==> src/rtl/lcd_pkg.sv <==
// Shared types and constants for the character-LCD text engine:
// FSM state encoding, bus word field positions, controller init
// commands and the DDRAM row base addresses.
package lcd_pkg;

  typedef enum logic [2:0] {S_PWRUP, S_INIT, S_ADDR, S_CHAR, S_WAIT} state_e;

  // Bus word layout: {RS, RW, DB7..DB0}
  localparam int unsigned RS_BIT = 9;
  localparam int unsigned RW_BIT = 8;

  localparam int unsigned NUM_INIT_CMDS = 6;

  localparam logic [9:0] CMD_FUNC_SET   = 10'h038;
  localparam logic [9:0] CMD_DISP_OFF   = 10'h008;
  localparam logic [9:0] CMD_CLEAR      = 10'h001;
  localparam logic [9:0] CMD_DISP_ON    = 10'h00C;
  localparam logic [9:0] CMD_ENTRY_MODE = 10'h006;

  // Controller init sequence, issued in index order after power-up.
  function automatic logic [9:0] init_cmd(input logic [2:0] idx);
    case (idx)
      3'd0:    return CMD_FUNC_SET;
      3'd1:    return CMD_FUNC_SET;
      3'd2:    return CMD_DISP_OFF;
      3'd3:    return CMD_CLEAR;
      3'd4:    return CMD_DISP_ON;
      3'd5:    return CMD_ENTRY_MODE;
      default: return 10'h000;
    endcase
  endfunction

  // DDRAM address of column 0 for each display row.
  function automatic logic [6:0] row_base(input logic [1:0] row);
    case (row)
      2'd0:    return 7'h00;
      2'd1:    return 7'h40;
      2'd2:    return 7'h14;
      default: return 7'h54;
    endcase
  endfunction

endpackage

==> src/rtl/lcd_bus_timer.sv <==
// Shared LCD bus transaction timer. A start pulse latches the 10-bit word onto
// lcd_flag, raises lcd_en for EN_PULSE_CYC cycles and holds the word for
// CMD_WAIT_CYC cycles in total.
module lcd_bus_timer #(
  parameter int unsigned CMD_WAIT_CYC = 100000,
  parameter int unsigned EN_PULSE_CYC = 25
) (
  input  logic       clk,
  input  logic       reset,
  input  logic       start,
  input  logic [9:0] word,
  output logic       lcd_en,
  output logic [9:0] lcd_flag,
  output logic       done
);

  localparam int unsigned CntW = (CMD_WAIT_CYC > 1) ? $clog2(CMD_WAIT_CYC) : 1;
  localparam logic [CntW-1:0] LastCnt   = CntW'(CMD_WAIT_CYC - 1);
  localparam logic [CntW-1:0] DoneCnt   = CntW'(CMD_WAIT_CYC - 2);
  localparam logic [CntW-1:0] EnLastCnt = CntW'(EN_PULSE_CYC - 1);

  logic            busy_q, busy_d;
  logic            en_q, en_d;
  logic [CntW-1:0] cnt_q, cnt_d;
  logic [9:0]      flag_q, flag_d;

  // Next-state: load on start, otherwise count through the transaction.
  always_comb begin
    busy_d = busy_q;
    en_d   = en_q;
    cnt_d  = cnt_q;
    flag_d = flag_q;
    if (start) begin
      busy_d = 1'b1;
      en_d   = 1'b1;
      cnt_d  = '0;
      flag_d = word;
    end else if (busy_q) begin
      cnt_d = cnt_q + CntW'(1);
      if (cnt_q == EnLastCnt) en_d = 1'b0;
      if (cnt_q == LastCnt) busy_d = 1'b0;
    end
  end

  // Timer state register.
  always_ff @(posedge clk or negedge reset) begin
    if (!reset) begin
      busy_q <= 1'b0;
      en_q   <= 1'b0;
      cnt_q  <= '0;
      flag_q <= '0;
    end else begin
      busy_q <= busy_d;
      en_q   <= en_d;
      cnt_q  <= cnt_d;
      flag_q <= flag_d;
    end
  end

  assign lcd_en   = en_q;
  assign lcd_flag = flag_q;
  // Fires two cycles before the end so the FSM's one-cycle issue state lines
  // the next start up with the last cycle: transactions run back-to-back.
  assign done     = busy_q && (cnt_q == DoneCnt);

endmodule

==> src/rtl/lcd_text_engine.sv <==
// HD44780-class character-LCD driver with an internal ROWS x COLS frame
// buffer. Handles power-up delay, controller init and continuous refresh.
// Optional build macro LCD_DIRTY_SKIP_EN: per-row dirty bits, clean rows are
// skipped and the refresh idles once everything is clean.
module lcd_text_engine
  import lcd_pkg::*;
#(
  parameter int unsigned ROWS         = 2,
  parameter int unsigned COLS         = 16,
  parameter int unsigned POWERUP_CYC  = 2250000,
  parameter int unsigned CMD_WAIT_CYC = 100000,
  parameter int unsigned EN_PULSE_CYC = 25
) (
  input  logic                                      clk,
  input  logic                                      reset,
  input  logic                                      wr_en,
  input  logic [(ROWS > 1 ? $clog2(ROWS) : 1)-1:0]  wr_row,
  input  logic [(COLS > 1 ? $clog2(COLS) : 1)-1:0]  wr_col,
  input  logic [7:0]                                wr_char,
  input  logic                                      clear,
  output logic                                      lcd_on,
  output logic                                      lcd_en,
  output logic [9:0]                                lcd_flag,
  output logic                                      init_done,
  output logic                                      frame_done
);

  localparam int unsigned RowW = (ROWS > 1) ? $clog2(ROWS) : 1;
  localparam int unsigned ColW = (COLS > 1) ? $clog2(COLS) : 1;
  localparam int unsigned PwrW = (POWERUP_CYC > 1) ? $clog2(POWERUP_CYC) : 1;
  localparam logic [RowW-1:0] RowLast = RowW'(ROWS - 1);
  localparam logic [ColW-1:0] ColLast = ColW'(COLS - 1);

  state_e          state_q, state_d, ret_q, ret_d;
  logic [PwrW-1:0] pwr_cnt_q, pwr_cnt_d;
  logic [2:0]      init_idx_q, init_idx_d;
  logic [RowW-1:0] row_q, row_d;
  logic [ColW-1:0] col_q, col_d;
  logic            init_done_q, init_done_d;
  logic            frame_pend_q, frame_pend_d;
  logic            frame_done_q, frame_done_d;
  logic            start, bus_done, wr_ok, row_ready;
  logic [9:0]      word;
  logic [7:0]      buf_q [ROWS][COLS];

  // A clear in the same cycle drops the write; out-of-range writes are ignored.
  assign wr_ok = wr_en && !clear && (32'(wr_row) < ROWS) && (32'(wr_col) < COLS);

  // Frame buffer: clear fills with spaces, otherwise single-cell writes.
  always_ff @(posedge clk or negedge reset) begin
    if (!reset) begin
      for (int unsigned r = 0; r < ROWS; r++)
        for (int unsigned c = 0; c < COLS; c++) buf_q[r][c] <= 8'h20;
    end else if (clear) begin
      for (int unsigned r = 0; r < ROWS; r++)
        for (int unsigned c = 0; c < COLS; c++) buf_q[r][c] <= 8'h20;
    end else if (wr_ok) begin
      buf_q[wr_row][wr_col] <= wr_char;
    end
  end

`ifdef LCD_DIRTY_SKIP_EN
  logic [ROWS-1:0] dirty_q, dirty_d;
  logic            wrote_q, wrote_d;

  assign row_ready = dirty_q[row_q];

  // Dirty bits: cleared as a row's address transaction starts; a set wins.
  always_comb begin
    dirty_d = dirty_q;
    if (start && state_q == S_ADDR) dirty_d[row_q] = 1'b0;
    if (clear) dirty_d = '1;
    else if (wr_ok) dirty_d[wr_row] = 1'b1;
  end

  // Dirty tracking registers; everything is stale after reset.
  always_ff @(posedge clk or negedge reset) begin
    if (!reset) begin
      dirty_q <= '1;
      wrote_q <= 1'b0;
    end else begin
      dirty_q <= dirty_d;
      wrote_q <= wrote_d;
    end
  end
`else
  assign row_ready = 1'b1;
`endif

  // FSM state and sequencing registers.
  always_ff @(posedge clk or negedge reset) begin
    if (!reset) begin
      state_q      <= S_PWRUP;
      ret_q        <= S_INIT;
      pwr_cnt_q    <= '0;
      init_idx_q   <= '0;
      row_q        <= '0;
      col_q        <= '0;
      init_done_q  <= 1'b0;
      frame_pend_q <= 1'b0;
      frame_done_q <= 1'b0;
    end else begin
      state_q      <= state_d;
      ret_q        <= ret_d;
      pwr_cnt_q    <= pwr_cnt_d;
      init_idx_q   <= init_idx_d;
      row_q        <= row_d;
      col_q        <= col_d;
      init_done_q  <= init_done_d;
      frame_pend_q <= frame_pend_d;
      frame_done_q <= frame_done_d;
    end
  end

  // Next-state: issue states hand one word to the timer, then park in S_WAIT.
  always_comb begin
    state_d      = state_q;
    ret_d        = ret_q;
    pwr_cnt_d    = pwr_cnt_q;
    init_idx_d   = init_idx_q;
    row_d        = row_q;
    col_d        = col_q;
    init_done_d  = init_done_q;
    frame_pend_d = frame_pend_q;
    frame_done_d = 1'b0;
`ifdef LCD_DIRTY_SKIP_EN
    wrote_d      = wrote_q;
`endif
    case (state_q)
      S_PWRUP: begin
        if (32'(pwr_cnt_q) + 32'd1 >= POWERUP_CYC) state_d = S_INIT;
        else pwr_cnt_d = pwr_cnt_q + PwrW'(1);
      end
      S_INIT: begin
        state_d    = S_WAIT;
        init_idx_d = init_idx_q + 3'd1;
        ret_d      = (init_idx_q == 3'(NUM_INIT_CMDS - 1)) ? S_ADDR : S_INIT;
      end
      S_ADDR: begin
        // Registered so init_done lands on the first address transaction.
        init_done_d = 1'b1;
        if (frame_pend_q) begin
          frame_done_d = 1'b1;
          frame_pend_d = 1'b0;
        end
        if (row_ready) begin
          state_d = S_WAIT;
          ret_d   = S_CHAR;
          col_d   = '0;
`ifdef LCD_DIRTY_SKIP_EN
          wrote_d = 1'b1;
        end else if (row_q == RowLast) begin
          row_d        = '0;
          frame_pend_d = wrote_q;
          wrote_d      = 1'b0;
        end else begin
          row_d = row_q + RowW'(1);
`endif
        end
      end
      S_CHAR: begin
        state_d = S_WAIT;
        if (col_q == ColLast) begin
          ret_d = S_ADDR;
          col_d = '0;
          if (row_q == RowLast) begin
            row_d        = '0;
            frame_pend_d = 1'b1;
`ifdef LCD_DIRTY_SKIP_EN
            wrote_d      = 1'b0;
`endif
          end else begin
            row_d = row_q + RowW'(1);
          end
        end else begin
          ret_d = S_CHAR;
          col_d = col_q + ColW'(1);
        end
      end
      S_WAIT: begin
        if (bus_done) state_d = ret_q;
      end
      default: state_d = S_PWRUP;
    endcase
  end

  // Outputs: start pulse and the bus word for the current issue state.
  always_comb begin
    start = 1'b0;
    word  = '0;
    case (state_q)
      S_INIT: begin
        start = 1'b1;
        word  = init_cmd(init_idx_q);
      end
      S_ADDR: begin
        start         = row_ready;
        word[7]       = 1'b1;
        word[6:0]     = row_base(2'(row_q));
      end
      S_CHAR: begin
        start         = 1'b1;
        word[RS_BIT]  = 1'b1;
        word[RW_BIT]  = 1'b0;
        word[7:0]     = buf_q[row_q][col_q];
      end
      default: ;
    endcase
  end

  lcd_bus_timer #(
    .CMD_WAIT_CYC (CMD_WAIT_CYC),
    .EN_PULSE_CYC (EN_PULSE_CYC)
  ) u_bus_timer (
    .clk      (clk),
    .reset    (reset),
    .start    (start),
    .word     (word),
    .lcd_en   (lcd_en),
    .lcd_flag (lcd_flag),
    .done     (bus_done)
  );

  assign lcd_on     = 1'b1;
  assign init_done  = init_done_q;
  assign frame_done = frame_done_q;

endmodule

==> config.mk <==
export PLATFORM = sky130hd
export DESIGN_NAME = lcd_text_engine
export DESIGN_NICKNAME = d
export VERILOG_FILES = /design/src/rtl/lcd_pkg.sv /design/src/rtl/lcd_bus_timer.sv /design/src/rtl/lcd_text_engine.sv
export SDC_FILE = /design/constraint.sdc
export NUM_CORES = 1
export LEC_CHECK = 0
export BUFFER_PORTS_ARGS = -buffer_cell sky130_fd_sc_hd__clkbuf_2
export CELL_PAD_IN_SITES_DETAIL_PLACEMENT = 1
export CELL_PAD_IN_SITES_GLOBAL_PLACEMENT = 1
export CORE_MARGIN = 2
export CORE_UTILIZATION = 51
export CTS_CLUSTER_SIZE = 8
export DETAILED_ROUTE_END_ITERATION = 10
export PLACE_DENSITY = 0.87
export SYNTH_ARGS = -nofsm -noshare
export SYNTH_HDL_FRONTEND = slang
export SYNTH_SLANG_ARGS = --single-unit
==> constraint.sdc <==
create_clock -name clk -period 3.2 [get_ports clk]
set_clock_uncertainty 0.05 [all_clocks]
set_input_delay 0.64 -clock clk [delete_from_list [all_inputs] [get_ports clk]]
set_output_delay 0.64 -clock clk [all_outputs]
set_load 0.01 [all_outputs]
## After elaboration in Yosys (flattened, before gate mapping)

Cells that the tools add are included.

| storage, ports and cells | value |
|---|---|
| output and inout port bits | 14 |
| input bits | 17 |
| register bits | 324 |
| word-level logic and storage cells | 140 |

| cells by class | value |
|---|---|
| reduce and logical (&&, ||, !) cells | 19 |
| magnitude comparators | 7 |
| bitwise logic cells | 6 |
| equality and inequality tests | 17 |
| multiplexer cells | 40 |
| add/subtract/negate cells | 6 |

Operator list:

| cell | count |
|---|---|
| 2-to-1 mux 128 bit | 4 |
| 2-to-1 mux 256 bit | 2 |
| bitwise mux 256 bit | 1 |
| demux 128 bit (select 1 bit) | 1 |
| equality test 17 bit, second input constant | 2 |
| 2-to-1 mux 17 bit | 2 |
| binary-select mux 8 bit (select 4 bit) | 1 |
| demux 8 bit (select 4 bit) | 1 |
| one-hot mux 6 bit (5 select lines) | 1 |
| 2-to-1 mux 8 bit | 3 |
| one-hot mux 8 bit (3 select lines) | 1 |
| adder 22 x 1 -> 23 bit, second input constant | 1 |
| greater-or-equal comparator 23 x 22 -> 1 bit, second input constant | 1 |
| adder 22 x 1 -> 22 bit, second input constant | 1 |
| one-hot mux 3 bit (3 select lines) | 2 |
| adder 17 x 1 -> 17 bit, second input constant | 1 |
| equality test 17 x 5 -> 1 bit, second input constant | 1 |
| one-hot mux 7 bit (2 select lines) | 1 |
| 2-to-1 mux 1 bit | 13 |
| equality test 3 x 2 -> 1 bit, second input constant | 4 |
| greater-or-equal comparator 5 bit, second input constant | 2 |
| NOT 4 -> 5 bit | 2 |
| equality test 3 bit, second input constant | 3 |
| != test 2 bit, second input constant | 4 |
| 25 further kinds | 40 |

## Longest topological paths before layout

| depth | value |
|---|---|
| depth in word-level cells | 10 |
| gate-level depth with buffers | 11 |
| gate-level depth less buffers | 9 |

## Cells and area by module

Synthesis repeated with hierarchy kept, for this count alone.

| second synthesis, totals | value |
|---|---|
| cell total of the unflattened synthesis | 1486 |
| area total of the unflattened synthesis | 16600.9 sq um |

By module, submodules not included:

| module | sequential area each (sq um) | times used | cells an instance | area an instance (sq um) |
|---|---|---|---|---|
| lcd_text_engine | 7398.3 | 1 | 1353 | 15143.3 |
| lcd_bus_timer | 725.7 | 1 | 133 | 1457.6 |

## Least setup slack after synthesis

Ideal clock, no wire load.

| path | value |
|---|---|
| kind | register to register |
| start | reg pwr_cnt_q[0] |
| end | reg pwr_cnt_q[1] |
| setup slack | 427 ps |
| data arrival time | 2596 ps |
| required time | 3022 ps |
| setup time | 128 ps |
| path buffers | 2 |
| clock period less this slack | 2773 ps |
| stages on the path, launching flop included | 12 |
| path through | dfrtp_1 -> ha_1 -> nand3_1 -> buf_2 -> o311ai_0 -> o31ai_1 -> a2111oi_2 -> a2111oi_0 -> or3_4 -> buf_6 -> a21o_1 -> mux2_1 |

| between the ends | value |
|---|---|
| longest elaborated chain between the ends | 4 |
| elaborated cells on any way between the ends | 5 |
| classes of those cells | add/sub (2); order compare (1); bitwise (1); reduce/logical (1) |

Ends and longest elaborated chain:

| what | RTL line | text |
|---|---|---|
| from (decl) | lcd_text_engine.sv:35 | `logic [PwrW-1:0] pwr_cnt_q, pwr_cnt_d;` |
| from (signal assigned) | lcd_text_engine.sv:105 | `pwr_cnt_q <= pwr_cnt_d;` |
| adder 22 x 1 -> 23 bit | lcd_text_engine.sv:131 | `if (32'(pwr_cnt_q) + 32'd1 >= POWERUP_CYC) state_d = S_INIT;` |
| greater-or-equal comparator 23 x 22 -> 1 bit | lcd_text_engine.sv:131 |  |
| NOT 1 bit (no source line) | n/a |  |
| AND reduction 2 bit (no source line) | n/a |  |

Several ways; a longest one is shown, not always the timed one.
A chain may end at the register's enable or synchronous reset.

## Final worst setup path

| path | value |
|---|---|
| start | reg pwr_cnt_q[5] |
| end | reg pwr_cnt_q[13] |

The elaborated chain is that of the path after synthesis.

==> metrics.md <==
| Metric | Value |
|---|---|
| Register area share after synthesis | `50.1%` |
| Worst-path cell chain | `or3b_1 -> o221ai_1 -> a21oi_1 -> a2111oi_4 -> a2111oi_1 -> or3_4 -> buf_12 -> a2111oi_4 -> xor2_1` |
| Count leader, synth | `dfrtp_1` |
| Fmax achieved | `320 MHz` |
| I/O Pins | `31` |
| Main flop type after synthesis | `dfrtp_1` |
| Drt total wl | `49.5 mm` |
| Worst-Margin Slew | `0.922 ns` |
| Layout cells sized above 1 | `17.7%` |
| Register-to-register setup slack | `0.07 ns` |
| Power per cell area | `495 nW/µm²` |
| Antenna Cells | `0` |
| Critical path launch point type | `flip-flop` |
| Final hold vios | `0` |
| Total number of yosys warnings | `0` |
| Die Wd | `182 µm` |
| GRT Residual Overflow | `0` |
| Syn_area_per_cell | `10.9 µm²` |
| Via/cell ratio | `6.40` |
| Die area | `33200 µm²` |
| GR Util All Layers | `30.8%` |
| Dpl cells | `1862` |
| Distinct cells, synth | `61` |
| Number of cell rows | `65` |
| Root Driver | `clkbuf_16` |
| Total core area | `31400 µm²` |
| Arr. time, crit path | `3.54 ns` |
| Synth top area cells | `dfrtp_1 (45%), mux4_2 (11%), mux2i_1 (9.0%)` |
| Tmin final | `3.13 ns` |
| Hold WC Path Type | `in -> async` |
| CP bufs+invs | `1` |
| Post-Syn Area | `16200 µm²` |
| P_leak | `7.77 nW` |
| Crit path largest cell delay | `0.48 ns` |
| Setup slack after layout | `0.0725 ns` |
| DIE HEIGHT | `182 µm` |
| Number of global-route vias before repair | `13.7k` |
| Cts hold-fix bufs | `0` |
| Peak supply drop | `415 µV` |
| Worst skew pair latency | `0.55 ns` |
| Post-place setup slack | `0.0444 ns` |
| Status | `completed` |
| Final Max Slew Viols | `0` |
| First-pass GRT wire length | `79.5 mm` |
| Synthesized instance count | `1490` |
| Reg clk slew, reported paths | `0.05 ns` |
| Critical Path Most Common Cell | `a2111oi_4` |
| Crit Path Max Fanout | `14` |
| DR WL met2 | `24.8 mm` |
| Crit Path Category | `reg -> reg` |
| Max-cap violation count | `0` |
| EDFF count, synth | `0` |
| TritonRoute pass-1 iters | `5` |
| CTS H-tree lvls | `2` |
| Post-synth top cells | `dfrtp_1 (289), nand2_1 (192), nor2_1 (191)` |
| CTS Buffer Depth | `3` |
| HPWL after detailed placement | `29.3 mm` |
| Avg WL per Cell | `25.4 µm` |
| Routed met3 length | `3.13 mm` |
| CP endpoint kind | `flip-flop` |
| Ys async rst share | `100%` |
| Required @ worst endpoint | `3.61 ns` |
| Area delta synth->final | `13.6%` |
| DRT iter0 DRCs | `1303` |
| DRC errors left | `0` |
| Initial antenna violation count | `2` |
| Yosys reg bits | `322` |
| Worst relative slew slack | `38.5%` |
| Port Buf Inserts | `28` |
| RD Place Congestion | `0.817` |
| Largest net degree at the start of global routing | `92` |
| Layout net count | `1536` |
| Power Total | `9.10 mW` |
| Layout filler cell count | `3267` |
| Reg area | `8100 µm²` |
| Share of the synthesized area in the top cell type | `44.7%` |
| Routed Antenna Nets | `0` |
| Final non-filler cell total | `1949` |
| RSZ-0062 raised after global routing | `true` |
| Post-Syn Nets | `1517` |
| Final TNS setup | `0 ns` |
| Setup-failing EPs final | `0` |
| Area leader, netlist | `dfrtp_1` |
| Post-Place Cell Area | `17000 µm²` |
| Top sig layer | `met5` |
| Cell family with most CP delay | `compound AO/OA/AOI/OAI gates` |
| Area of the multi-input gates | `7600 µm²` |
| Tcrit/Tclk final | `97.7%` |
| Via count | `12.5k` |
| CTS tree | `built` |
| Number of buffers created by CTS | `46` |
| Critical path's slowest cell | `or3_4` |
| Clock Sinks | `322` |
| WL met1 | `19.8 mm` |
| Initial Util | `51.5%` |
| Fin area | `18400 µm²` |
-- cells in the final DEF (no fill, tap or decap), drive strengths merged, types with 4 or more instances in the layout --
master / instances
a2111oi: 7
a211o: 28
a211oi: 12
a21oi: 105
a31oi: 4
and3: 5
buf: 63
clkbuf: 109
dfrtp: 289
dfstp: 33
ha: 10
inv: 14
mux2i: 145
mux4: 80
nand2: 192
nand2b: 6
nand3: 86
nand3b: 6
nand4: 12
nor2: 191
nor2b: 17
nor3: 14
nor4: 11
o21ai: 20
or3: 9
xnor2: 12
xor2: 25
-- cell families (layout without fill, tap and decap cells) --
kind of cell	Yosys count	count (layout)	synth area share [%]
adder cells (fa/ha/maj)	10	10	0.773
AO/OA/AOI/OAI	198	198	8.15
other	2	2	0.0464
buffers and inverters	132	189	3.26
XOR/XNOR	37	37	2.00
flip-flops	322	322	50.1
AND/OR/NAND/NOR	563	563	15.5
multiplexers	226	226	20.2
-- metrics by stage --
stage	hold WS, ns	utilization (%)
finish	0.0220	58.5
global route	0.0566	58.5
CTS	0.0490	58.4
floorplan	0.294	-
detailed placement	0.428	54.1
global placement	0.409	54.1
-- layout make-up --
| cell class | count | area share, % |
|---|---|---|
| Multi-Input combinational cell | 1036 | 41.4 |
| Tap cell | 402 | 2.74 |
| Timing Repair Buffer | 89 | 4.16 |
| Clock inverter | 3 | 0.225 |
| Inverter | 14 | 0.286 |
| Sequential cell | 322 | 44.1 |
| Clock buffer | 83 | 7.13 |
-- power breakdown --
part	switching, mW	internal [mW]	leakage, nW	total (mW)
Sequential	0.0149	4.11	4.36	4.12
Combinational	0.301	0.0825	2.76	0.384
Clock	1.85	2.75	0.640	4.60
Total	2.16	6.94	7.77	9.10
-- final timing paths --
path,from,to,cells after the start
setup / recovery,pwr_cnt_q[5]$_DFFE_PN0P_,pwr_cnt_q[13]$_DFFE_PN0P_,9
hold / removal,reset,pwr_cnt_q[10]$_DFFE_PN0P_,1
setup reg to reg,pwr_cnt_q[5]$_DFFE_PN0P_,pwr_cnt_q[13]$_DFFE_PN0P_,9
hold reg to reg,buf_q[109]$_DFFE_PN1P_,buf_q[109]$_DFFE_PN1P_,2
max in group asynchronous,reset,buf_q[229]$_DFFE_PN1P_,2
min in group clk,buf_q[109]$_DFFE_PN1P_,buf_q[109]$_DFFE_PN1P_,2
-- state kept, by name (all words and copies together), names as in the netlist, 2 cells and up --
signal,flops
init_idx_q,3
col_q,4
pwr_cnt_q,22
ret_q,2
buf_q,256
u_bus_timer.lcd_flag,9
u_bus_timer.cnt_q,17
state_q,3
-- per-layer routing --
layer	vias to the layer above	track usage, %
met5	-	0
met1	6550	40.1
met3	129	5.77
met4	4	11.4
li1	5324	-
met2	463	51.9
-- timing repair --
action / in CTS / in global routing
endpoints found under the setup margin: 7 / 21
setup buffers: 0 / 1
resized for setup: 1 / 4
endpoints found under the hold margin: 0 / 0
cloned: 0 / 0
pin swaps: 0 / 2
(Power assumes the default switching activity.)
